--- src/rtl/bit8_div4_pkg.sv ---
// bit8_div4_pkg: shared widths, step-counter width and FSM state encoding for the byte-by-nibble divider
package bit8_div4_pkg;
  localparam int DIVIDEND_W = 8;
  localparam int DIVISOR_W  = 4;
  localparam int CNT_W      = 3;
  typedef enum logic [1:0] {IDLE, RUN, DONE} state_e;
endpackage

--- src/rtl/bit8_divide_bit4_div_step.sv ---
// div_step: one combinational restoring shift-subtract step on a 5-bit partial remainder
module div_step
  import bit8_div4_pkg::*;
(
  input  logic [DIVISOR_W:0]   p_i,
  input  logic                 bit_i,
  input  logic [DIVISOR_W-1:0] divisor_i,
  output logic [DIVISOR_W:0]   p_o,
  output logic                 q_o
);
  logic [DIVISOR_W:0] p_sh;
  // shift in the next dividend bit, subtract when the divisor fits
  always_comb begin
    p_sh = {p_i[DIVISOR_W-1:0], bit_i};
    q_o  = p_sh >= {1'b0, divisor_i};
    p_o  = q_o ? p_sh - {1'b0, divisor_i} : p_sh;
  end
endmodule

--- src/rtl/bit8_divide_bit4.sv ---
// bit8_divide_bit4: sequential 8/4 restoring divider, one quotient bit per clock; DIV_ZERO_DETECT_EN adds div_zero fast path
module bit8_divide_bit4
  import bit8_div4_pkg::*;
(
  input  logic                  clk,
  input  logic                  rst,
  input  logic                  start,
  input  logic [DIVIDEND_W-1:0] dividend,
  input  logic [DIVISOR_W-1:0]  divisor,
  output logic                  busy,
  output logic                  done,
  output logic [DIVIDEND_W-1:0] quotient,
  output logic [DIVISOR_W-1:0]  remainder
`ifdef DIV_ZERO_DETECT_EN
  , output logic                div_zero
`endif
);
  state_e                state_q, state_d;
  logic [DIVIDEND_W-1:0] dvd_q, dvd_d, quo_q, quo_d;
  logic [DIVISOR_W-1:0]  dvs_q, dvs_d, rem_q, rem_d;
  logic [DIVISOR_W:0]    p_q, p_d, p_nxt;
  logic [CNT_W-1:0]      cnt_q, cnt_d;
  logic                  q_bit, accept, zero, last;
`ifdef DIV_ZERO_DETECT_EN
  logic                  dz_q, dz_d;
  assign zero     = divisor == '0;
  assign div_zero = dz_q;
`else
  assign zero = 1'b0;
`endif
  assign accept    = state_q == IDLE && start;
  assign last      = cnt_q == '1;
  assign quotient  = quo_q;
  assign remainder = rem_q;
  div_step u_step (
    .p_i       (p_q),
    .bit_i     (dvd_q[DIVIDEND_W-1]),
    .divisor_i (dvs_q),
    .p_o       (p_nxt),
    .q_o       (q_bit)
  );
  // state register
  always_ff @(posedge clk or posedge rst)
    if (rst) state_q <= IDLE;
    else     state_q <= state_d;
  // next state: divisor zero with detection skips RUN; DONE always returns to IDLE
  always_comb begin
    state_d = state_q;
    unique case (state_q)
      IDLE:    state_d = start ? (zero ? DONE : RUN) : IDLE;
      RUN:     state_d = last ? DONE : RUN;
      DONE:    state_d = IDLE;
      default: state_d = IDLE;
    endcase
  end
  // handshake outputs decoded from state
  always_comb begin
    busy = state_q == RUN;
    done = state_q == DONE;
  end
  // datapath next state: dividend register shifts out dividend bits and shifts in quotient bits
  always_comb begin
    dvd_d = dvd_q;
    dvs_d = dvs_q;
    p_d   = p_q;
    cnt_d = cnt_q;
    quo_d = quo_q;
    rem_d = rem_q;
`ifdef DIV_ZERO_DETECT_EN
    dz_d  = accept ? zero : dz_q;
`endif
    if (accept) begin
      dvd_d = dividend;
      dvs_d = divisor;
      p_d   = '0;
      cnt_d = '0;
      quo_d = zero ? '1 : quo_q;
      rem_d = zero ? dividend[DIVISOR_W-1:0] : rem_q;
    end else if (state_q == RUN) begin
      dvd_d = {dvd_q[DIVIDEND_W-2:0], q_bit};
      p_d   = p_nxt;
      cnt_d = cnt_q + CNT_W'(1);
      quo_d = last ? {dvd_q[DIVIDEND_W-2:0], q_bit} : quo_q;
      rem_d = last ? p_nxt[DIVISOR_W-1:0] : rem_q;
    end
  end
  // datapath registers
  always_ff @(posedge clk or posedge rst)
    if (rst) begin
      dvd_q <= '0;
      dvs_q <= '0;
      p_q   <= '0;
      cnt_q <= '0;
      quo_q <= '0;
      rem_q <= '0;
`ifdef DIV_ZERO_DETECT_EN
      dz_q  <= 1'b0;
`endif
    end else begin
      dvd_q <= dvd_d;
      dvs_q <= dvs_d;
      p_q   <= p_d;
      cnt_q <= cnt_d;
      quo_q <= quo_d;
      rem_q <= rem_d;
`ifdef DIV_ZERO_DETECT_EN
      dz_q  <= dz_d;
`endif
    end
endmodule

--- config.mk ---
export PLATFORM = sky130hd
export DESIGN_NAME = bit8_divide_bit4
export DESIGN_NICKNAME = d
export VERILOG_FILES = /design/src/rtl/bit8_div4_pkg.sv /design/src/rtl/bit8_divide_bit4_div_step.sv /design/src/rtl/bit8_divide_bit4.sv
export SDC_FILE = /design/constraint.sdc
export NUM_CORES = 1
export LEC_CHECK = 0
export ABC_CLOCK_PERIOD_IN_PS = 2800
export CORE_MARGIN = 1.5
export CORE_UTILIZATION = 55
export DETAILED_ROUTE_END_ITERATION = 16
export PLACE_DENSITY = 0.85
export SLEW_MARGIN = 20
export SYNTH_ARGS = -nofsm -noshare
export SYNTH_HDL_FRONTEND = slang
export SYNTH_SLANG_ARGS = --single-unit
--- constraint.sdc ---
create_clock -name clk -period 2.8 [get_ports clk]
set_input_delay 0.56 -clock clk [delete_from_list [all_inputs] [get_ports clk]]
set_output_delay 0.56 -clock clk [all_outputs]
set_load 0.02 [all_outputs]
Yosys cells after proc, flatten, opt, wreduce, memory -nomap -nowiden
Index checks and enable logic that the tools add are counted.

cells by class
  add/subtract/negate cells = 2
  magnitude comparators = 1
  eq/ne operators = 3
  multiplexer cells = 10
  bitwise logic cells = 1
  reductions and logical operators = 4

operators with widths
  operator               count
  $mux W8                2
  $mux W4                3
  $mux W3                2
  $ge A5 B4 Y1           1
  $pmux W2 S2            1
  $sub A4 B4 Y4          1
  $add A3 B1 Y3 const B  1
  $eq A3 B3 Y1 const B   1
  $reduce_and A3 Y1      1
  $eq A2 B1 Y1 const B   1
  $eq A2 B2 Y1 const B   1
  $logic_not A2 Y1       1
  $mux W2                1
  $reduce_bool A2 Y1     1
  $logic_and A1 B1 Y1    1
  $mux W1                1
  $not A1 Y1             1

storage, ports and cells
  register bits after elaboration = 33
  input port bits = 15
  output and inout bits = 14

Longest topological paths before layout
  word-level depth = 4
  mapped depth = 7
  mapped depth without buffers = 7

By module
Synthesis repeated with hierarchy kept, for this count alone.

unflattened totals
  cells, all modules = 143
  area total of the unflattened synthesis = 1680.4 um^2

by module, submodules not included
  module            instances  cells each  area an instance (um^2)  seq. area each (um^2)
  bit8_divide_bit4  1          108         1432.6                   850.8
  div_step          1          35          247.7                    0.0

Worst setup path before layout
No wires, ideal clock.

  path type = register to register
  start point = register dvs_q[0]
  end point = register p_q[0]
  setup time = 134 ps
  arrival = 1586 ps
  required time = 2666 ps
  slack = 1080 ps
  cell stages (with the launch flop) = 6
  path buffers = 0
  clock period less this slack = 1720 ps
  cell sequence = dfrtp_1 > ha_1 > or3b_1 > a21o_1 > a211oi_1 > o31ai_1

on the way
  longest elaborated chain between the ends = 4

RTL lines
  element                                        RTL line                                                          text
  start: declaration                             bit8_divide_bit4.sv:20                                            logic [DIVISOR_W-1:0] dvs_q, dvs_d, rem_q, rem_d;
  start signal: assignment                       bit8_divide_bit4.sv:101                                           dvs_q <= dvs_d;
  $sub A4 B4 Y4 or $ge A5 B4 Y1 (tied branches)  bit8_divide_bit4_div_step.sv:16, bit8_divide_bit4_div_step.sv:15
  $mux W4 (*)                                    bit8_divide_bit4_div_step.sv:16                                   p_o = q_o ? p_sh - {1'b0, divisor_i} : p_sh;
  $mux W4 (*)                                    bit8_divide_bit4.sv:79                                            end else if (state_q == RUN) begin
  $mux W4 (*)                                    bit8_divide_bit4.sv:72                                            if (accept) begin
  end signal: assignment                         bit8_divide_bit4.sv:102                                           p_q <= p_d;
  end: declaration                               bit8_divide_bit4.sv:21                                            logic [DIVISOR_W:0] p_q, p_d, p_nxt;

Every way passes the cells marked *; elsewhere a longest branch is shown, timed or not. The select of a mux whose other input is x is not followed.
A chain may end at the register's enable or synchronous reset.

Final worst setup path
  start point = register state_q[1]
  end point = output busy

on the way
  longest elaborated chain between the ends = 1

RTL lines
  element                   RTL line                text
  start: declaration        bit8_divide_bit4.sv:18  state_e state_q, state_d;
  start signal: assignment  bit8_divide_bit4.sv:45  else state_q <= state_d;
  $eq A2 B1 Y1              bit8_divide_bit4.sv:58  busy = state_q == RUN;
  end: declaration          bit8_divide_bit4.sv:10  output logic busy,

Every way passes these cells.

==> summary.md <==
| Metric | Value |
|---|---|
| Detail Route met2 WL | `1590 um` |
| Number of core rows | `19` |
| Worst EP arrival | `2.02 ns` |
| Internal reg-to-reg setup slack | `0.78 ns` |
| Crit path depth | `3` |
| Met3 wire len | `188 um` |
| H-tree levels | `2` |
| Total gr overflow | `0` |
| Worst reg-to-reg path cell count | `7` |
| Critical Path Start | `state_q[1]$_DFF_PP0_` |
| I/O Pins | `29` |
| Leakage power | `0.889 nW` |
| Post-synth net total | `177` |
| Crit. End Element | `primary output` |
| Register Area | `826 um2` |
| Top Metal Used | `met4` |
| Least-Margin Pin Slew | `0.529 ns` |
| Clock share of power | `10.3%` |
| Yosys reg bits | `33` |
| Switching share of power | `43.7%` |
| Critical path type | `flip-flop to primary output` |
| Skew-Pair Late Insertion Delay | `0.33 ns` |
| Routability congestion estimate from global placement | `0.836` |
| ANT nets after route | `0` |
| Final Critical Period | `2.58 ns` |
| Gate power share | `55.9%` |
| Post-CTS setup buffer count | `0` |
| Final hold slack | `0.487 ns` |
| CP top delay family | `buffers and inverters` |
| Die width | `57.3 um` |
| Final wirelength | `3370 um` |
| Setup TNS | `0 ns` |
| Layout cells sized above 1 | `11.2%` |
| Post-Place Cell Area | `1920 um2` |
| Pwr dens | `1320 nW/um2` |
| Max VDD drop | `834 uV` |
| Post-synthesis cell count | `155` |
| Critical-path top delay cell | `clkdlybuf4s50_1` |
| First-pass GRT wire length | `5700 um` |
| CP cell instances | `nand2b_2 -> inv_2 -> clkdlybuf4s50_1` |
| Most frequent cells in the layout | `33 x dfrtp_1, 30 x nand2_1, 28 x clkdlybuf4s50_1` |
| Pint | `1.47 mW` |
| Drt drc | `0` |
| Mean routed wirelength per cell | `15.5 um` |
| Post_cts resized | `0` |
| Commonest non-fill, non-tap cell in the layout | `dfrtp_1` |
| Max Freq | `0.388 GHz` |
| Mean Syn Cell Area | `10.5 um2` |
| Worst min path class | `flip-flop to flip-flop` |
| Tcrit/Tclk final | `92.1%` |
| RSZ-0062 raised after global routing | `false` |
| Post-synth EDFFs | `0` |
| Vias in the first global route | `1,261` |
| R2r startpoint | `dvd_q[7]$_DFFE_PP0P_` |
| Status | `completed` |
| Die area | `3280 um2` |
| Final Util | `71.0%` |
| Fin area | `1970 um2` |
| Crit path to | `busy` |
| FFs w/ async S/R, synth | `100%` |
| Reg clk slew, reported paths | `0.09 ns` |
| M1 WL | `1490 um` |
| Maxcap violations | `0` |
| Reg-to-Reg End | `remainder[2]$_DFFE_PP0P_` |
| Fin. max-slew vios | `0` |
| Cts hold-fix bufs | `0` |
| TritonCTS buffer count | `5` |
| Initial antenna violation count | `0` |
| Routed vias/inst | `5.96` |
| # setup viols final | `0` |
| Die H | `57.3 um` |
| Largest net degree at the start of global routing | `34` |
| Placeable Area | `2780 um2` |
| Area grow syn2layout | `21.9%` |
| Post-synthesis cell type count | `39` |
| Footprint of the multi-input gates | `726 um2` |
| CTS max path bufs | `2` |
| Initial core utilization | `58.3%` |
| Sequential area share after synthesis | `51.0%` |
| WP buf/inv | `2` |
| Hold Fails Final Rpt | `0` |
| YS warnings | `0` |
| # diodes | `0` |
| DRT Pass-1 Iters | `5` |
| Max_slew headroom | `64.6%` |
| CTS Sinks | `33` |
| DR iter-0 viols | `68` |
| Psw | `1.14 mW` |
| Filler cells | `217` |
| Synth area leaders | `dfrtp_1 51%, nand2_1 6.9%, mux2_2 4.9%` |
| Slowest stage delay, CP | `0.65 ns` |
| Synthesized area | `1620 um2` |
| Global-route usage over all layers | `22.7%` |
| Yosys top cell by area | `dfrtp_1` |
| Vias | `1,300` |
| CP Launch Type | `flip-flop` |
| # port buffers | `28` |
| Synth Flop Type | `dfrtp_1` |
| CTS tree | `done` |
| Clk_skew | `0.00707 ns` |
| Nets | `209` |
| WP data required | `2.24 ns` |
| Seq pwr share | `33.8%` |
| Clock Tree Root | `clkbuf_4` |
| Yosys top cell area share | `51.0%` |
| DP Wirelength | `2480 um` |
| Critical path fanouts, max | `15` |
-- cell families (layout without fill, tap and decap cells) --
| kind of cell | Yosys count | after routing | share of synthesized area [%] |
|---|---|---|---|
| AO/OA/AOI/OAI | 38 | 38 | 16.7 |
| adder cells (fa/ha/maj) | 7 | 7 | 5.87 |
| buffers and inverters | 14 | 46 | 4.25 |
| flip-flops | 33 | 33 | 51.0 |
| multiplexers | 7 | 7 | 4.87 |
| AND/OR/NAND/NOR | 56 | 56 | 17.4 |
-- final cells by class --
cell class | count | share of cell area (%)
multi-input cells | 108 | 36.8
inverters | 9 | 1.71
repair buffers | 30 | 15.0
well taps | 31 | 1.96
flip-flops and latches | 33 | 41.8
clock buffers | 7 | 2.79
-- how the worst min path moves through the flow --
stage | cells past startpoint | end | startpoint
6_report | 2 | quotient[0]$_DFFE_PP0P_ | quotient[0]$_DFFE_PP0P_
5_1_grt | 2 | remainder[2]$_DFFE_PP0P_ | remainder[2]$_DFFE_PP0P_
4_1_cts | 2 | quotient[0]$_DFFE_PP0P_ | quotient[0]$_DFFE_PP0P_
3_5_place_dp | 2 | quotient[0]$_DFFE_PP0P_ | quotient[0]$_DFFE_PP0P_
3_3_place_gp | 2 | remainder[0]$_DFFE_PP0P_ | remainder[0]$_DFFE_PP0P_
2_1_floorplan | 2 | dvs_q[0]$_DFFE_PP0P_ | dvs_q[0]$_DFFE_PP0P_
-- synthesized netlist by cell type (all sizes together) (2+ instances only) --
cell     n
a21oi    2
nor2     2
o211ai   2
ha       6
nand2   31
o21a     2
nand4    2
nand3    7
buf      3
a211oi   2
a22oi    7
inv      9
nor3     2
clkbuf   2
o21ai   11
nor3b    3
mux2     7
dfrtp   33
or2      2
o31ai    7
-- worst register-to-register path: cells and delay by family (launching register included) --
| kind | cells | cell delay, ns |
|---|---|---|
| buf+inv | 1 | 0.07 |
| fa+ha+maj | 2 | 0.61 |
| compound gates | 1 | 0.34 |
| flops | 1 | 0.37 |
| simple gates | 3 | 0.55 |
-- metal layers --
| layer | track usage (%) | vias up |
|---|---|---|
| met5 | 0 | - |
| met4 | 10.3 | 0 |
| met3 | 4.08 | 11 |
| met2 | 36.6 | 46 |
| met1 | 30.1 | 622 |
| li1 | - | 621 |
-- metrics by stage --
| stage | setup WS [ns] | total power, mW | instances |
|---|---|---|---|
| 3_5_place_dp | 0.609 | 2.34 | 211 |
| 4_1_cts | 0.232 | 2.62 | 218 |
| 5_1_grt | 0.139 | 2.82 | 218 |
| 6_report | 0.222 | 2.61 | 218 |
| 2_1_floorplan | 1.08 | 1.90 | 155 |
| 3_3_place_gp | 0.636 | 2.29 | 211 |
-- power by group through the flow --
| stage | clock network (mW) | registers (mW) | logic, mW |
|---|---|---|---|
| 6_report | 0.269 | 0.884 | 1.46 |
| 5_1_grt | 0.293 | 0.916 | 1.61 |
| 4_1_cts | 0.275 | 0.884 | 1.46 |
| 3_5_place_dp | 0 | 0.894 | 1.44 |
| 3_3_place_gp | 0 | 0.879 | 1.41 |
| 2_1_floorplan | 0 | 0.955 | 0.948 |
-- state kept, by name (all words and copies together) (netlist names) --
signal,count
state_q,2
p_q,4
dvs_q,4
remainder,4
cnt_q,3
dvd_q,8
quotient,8
No activity file was read; power rests on OpenSTA's default activity.
==> patch: new RTL, config.mk and constraints unchanged <==
`DIVIDEND_W`: 8 -> 12.
--- a/src/rtl/bit8_div4_pkg.sv
+++ b/src/rtl/bit8_div4_pkg.sv
@@ -1,6 +1,6 @@
 // bit8_div4_pkg: shared widths, step-counter width and FSM state encoding for the byte-by-nibble divider
 package bit8_div4_pkg;
-  localparam int DIVIDEND_W = 8;
+  localparam int DIVIDEND_W = 12;
   localparam int DIVISOR_W  = 4;
   localparam int CNT_W      = 3;
   typedef enum logic [1:0] {IDLE, RUN, DONE} state_e;
Interface: changed (resized dividend and quotient); port bits go from 29 to 37. No check against the original RTL was run, so the function may have changed too.
==> patch against the original RTL <==
Die area rose by 18%; final area up 20%; area after synthesis is 19% higher; sequential power rose by 22%; sequential cell count up 8; worst setup slack improved by 220 ps; power grew 18%; clock power up 3%; wire length increased by 15%; largest power group unchanged.
==> patch: results (changes against the original RTL) <==
rr_worst_depth: 6  # -1
ir_drop_mv: 0.716  # -14%
grt_pass1_vias: 1553  # +23%
grt_use_total_pct: 22.4  # -0.29 points
firstDrtPassIters: 6  # +1
synthTopCellsByArea: "dfrtp_1, nand2_1, mux2_2"
ys_warn_count: 0  # unchanged
fin_nets: 238  # +14%
clock_skew_ps: 8.95  # +1.88 ps
place.port_buffers: 36  # +29%
powerDensity_mw_per_mm2: 1300  # -1.7%
finalSetupTns_ps: 0  # unchanged
status: "finished clean"
critPathMaxStageDelay_ps: 650  # about the same
vias: 1446  # +11%
diodes: 0  # unchanged
grt_max_degree: 42  # +24%
async_reset_ff_share_pct: 100  # unchanged
dpl.cell_count: 251  # +19%
clockBufferDepth: 2  # unchanged
ys_seq_area_share_pct: 53.3  # +2.3 points
leakage_nw: 1.03  # +16%
cts_setup_buffers: 0  # unchanged
path_max_fanout: 12  # -3
slowest_stage: "clkdlybuf4s50_1"
hold_class: "register to register"
grt_pass1_wl_um: 6960  # +22%
cp_data_arrival_time_ps: 1790  # -230 ps
cts_buffers: 5  # unchanged
clockRootBuffer: "clkbuf_4"
holdPathStages: 2  # unchanged
viasPerCell: 5.58  # -6.4%
num-fill-cells: 265  # +22%
drive_above_1_share_pct: 11.3  # +0.038 points
syn_nets: 201  # +14%
synth_area_per_cell_um2: 11.0  # +5.3%
drt_iter0_drc: 56  # -18%
worstSkewPairLatency_ps: 340
ys_top_cells_by_count: "dfrtp_1, nand2_1, o21ai_0"
cts.repair.resized: 0  # unchanged
min_from: "remainder[0]"
dp_hpwl_um: 2800  # +13%
antenna_found_initial: 0  # unchanged
tightestPinTransition_ps: 609  # +79.8 ps
gp_congestion: 0.838  # +0.25%
clkTransAtPathRegs_ps: 110  # +20 ps
synthDistinctLibCells: 34  # -13%
dpl_cell_area_mm2: 0.00232  # +21%
cts-htree-levels: 2  # unchanged
r2r-start: "dvd_q[11]"
critPathLaunch: "state_q[1]"
wl_per_cell_um: 14.9  # -3.3%
synth.most_common_cell: "dfrtp_1"
[patch: per-stage QoR]
step                      hold slack (ps)  setup WS, ps
after detailed placement              471           731
after global routing                  513           369
after global placement                465           757
after CTS                             497           441
final                                 495           445
after floorplan                       460           974
[patch: path summary, 6_finish.rpt]
path / endpoint / slack (ps)
setup / recovery: busy / 450
min in group asynchronous: dvs_q[2] / 640
max in group asynchronous: quotient[7] / 1810
hold reg to reg: remainder[0] / 490
hold / removal: remainder[0] / 490
setup reg to reg: p_q[3] / 820
[patch: worst min-delay path, stage by stage (launching register included)]
cell and delay (ps):
dfrtp_1 360, nand2_1 50, o31ai_1 50
[patch: final cells by class]
cell class	count	share of cell area [%]
Tap cell	46	2.43
Clock buffer	8	2.06
Timing Repair Buffer	40	16.5
Sequential cell	41	43.2
Multi-Input combinational cell	116	34.5
Inverter	8	1.27
[patch: where the power goes]
part	internal (mW)	switching, mW	leakage, nW
combinational	0.796	0.930	0.510
sequential	0.893	0.187	0.493
clock	0.100	0.178	0.0265
[patch: kinds of logic (layout without fill, tap and decap cells)]
| family | after synthesis | after routing | share of synthesized area [%] |
|---|---|---|---|
| and+or+nand+nor | 49 | 49 | 11.6 |
| AOI/OAI and AO/OA | 42 | 42 | 15.7 |
| DFF | 41 | 41 | 53.3 |
| buffers and inverters | 18 | 56 | 4.42 |
| muxes | 17 | 17 | 9.62 |
| adders and majority gates | 7 | 7 | 4.94 |
| xor gates and xnor gates | 1 | 1 | 0.455 |
[patch: per-layer routing]
metal	wire, µm	vias to the layer above	GRT usage (%)
met5	0	-	0
met4	40	0	5.56
met3	179	7	5.98
met2	1950	31	38.5
met1	1700	720	28.5
li1	-	688	-
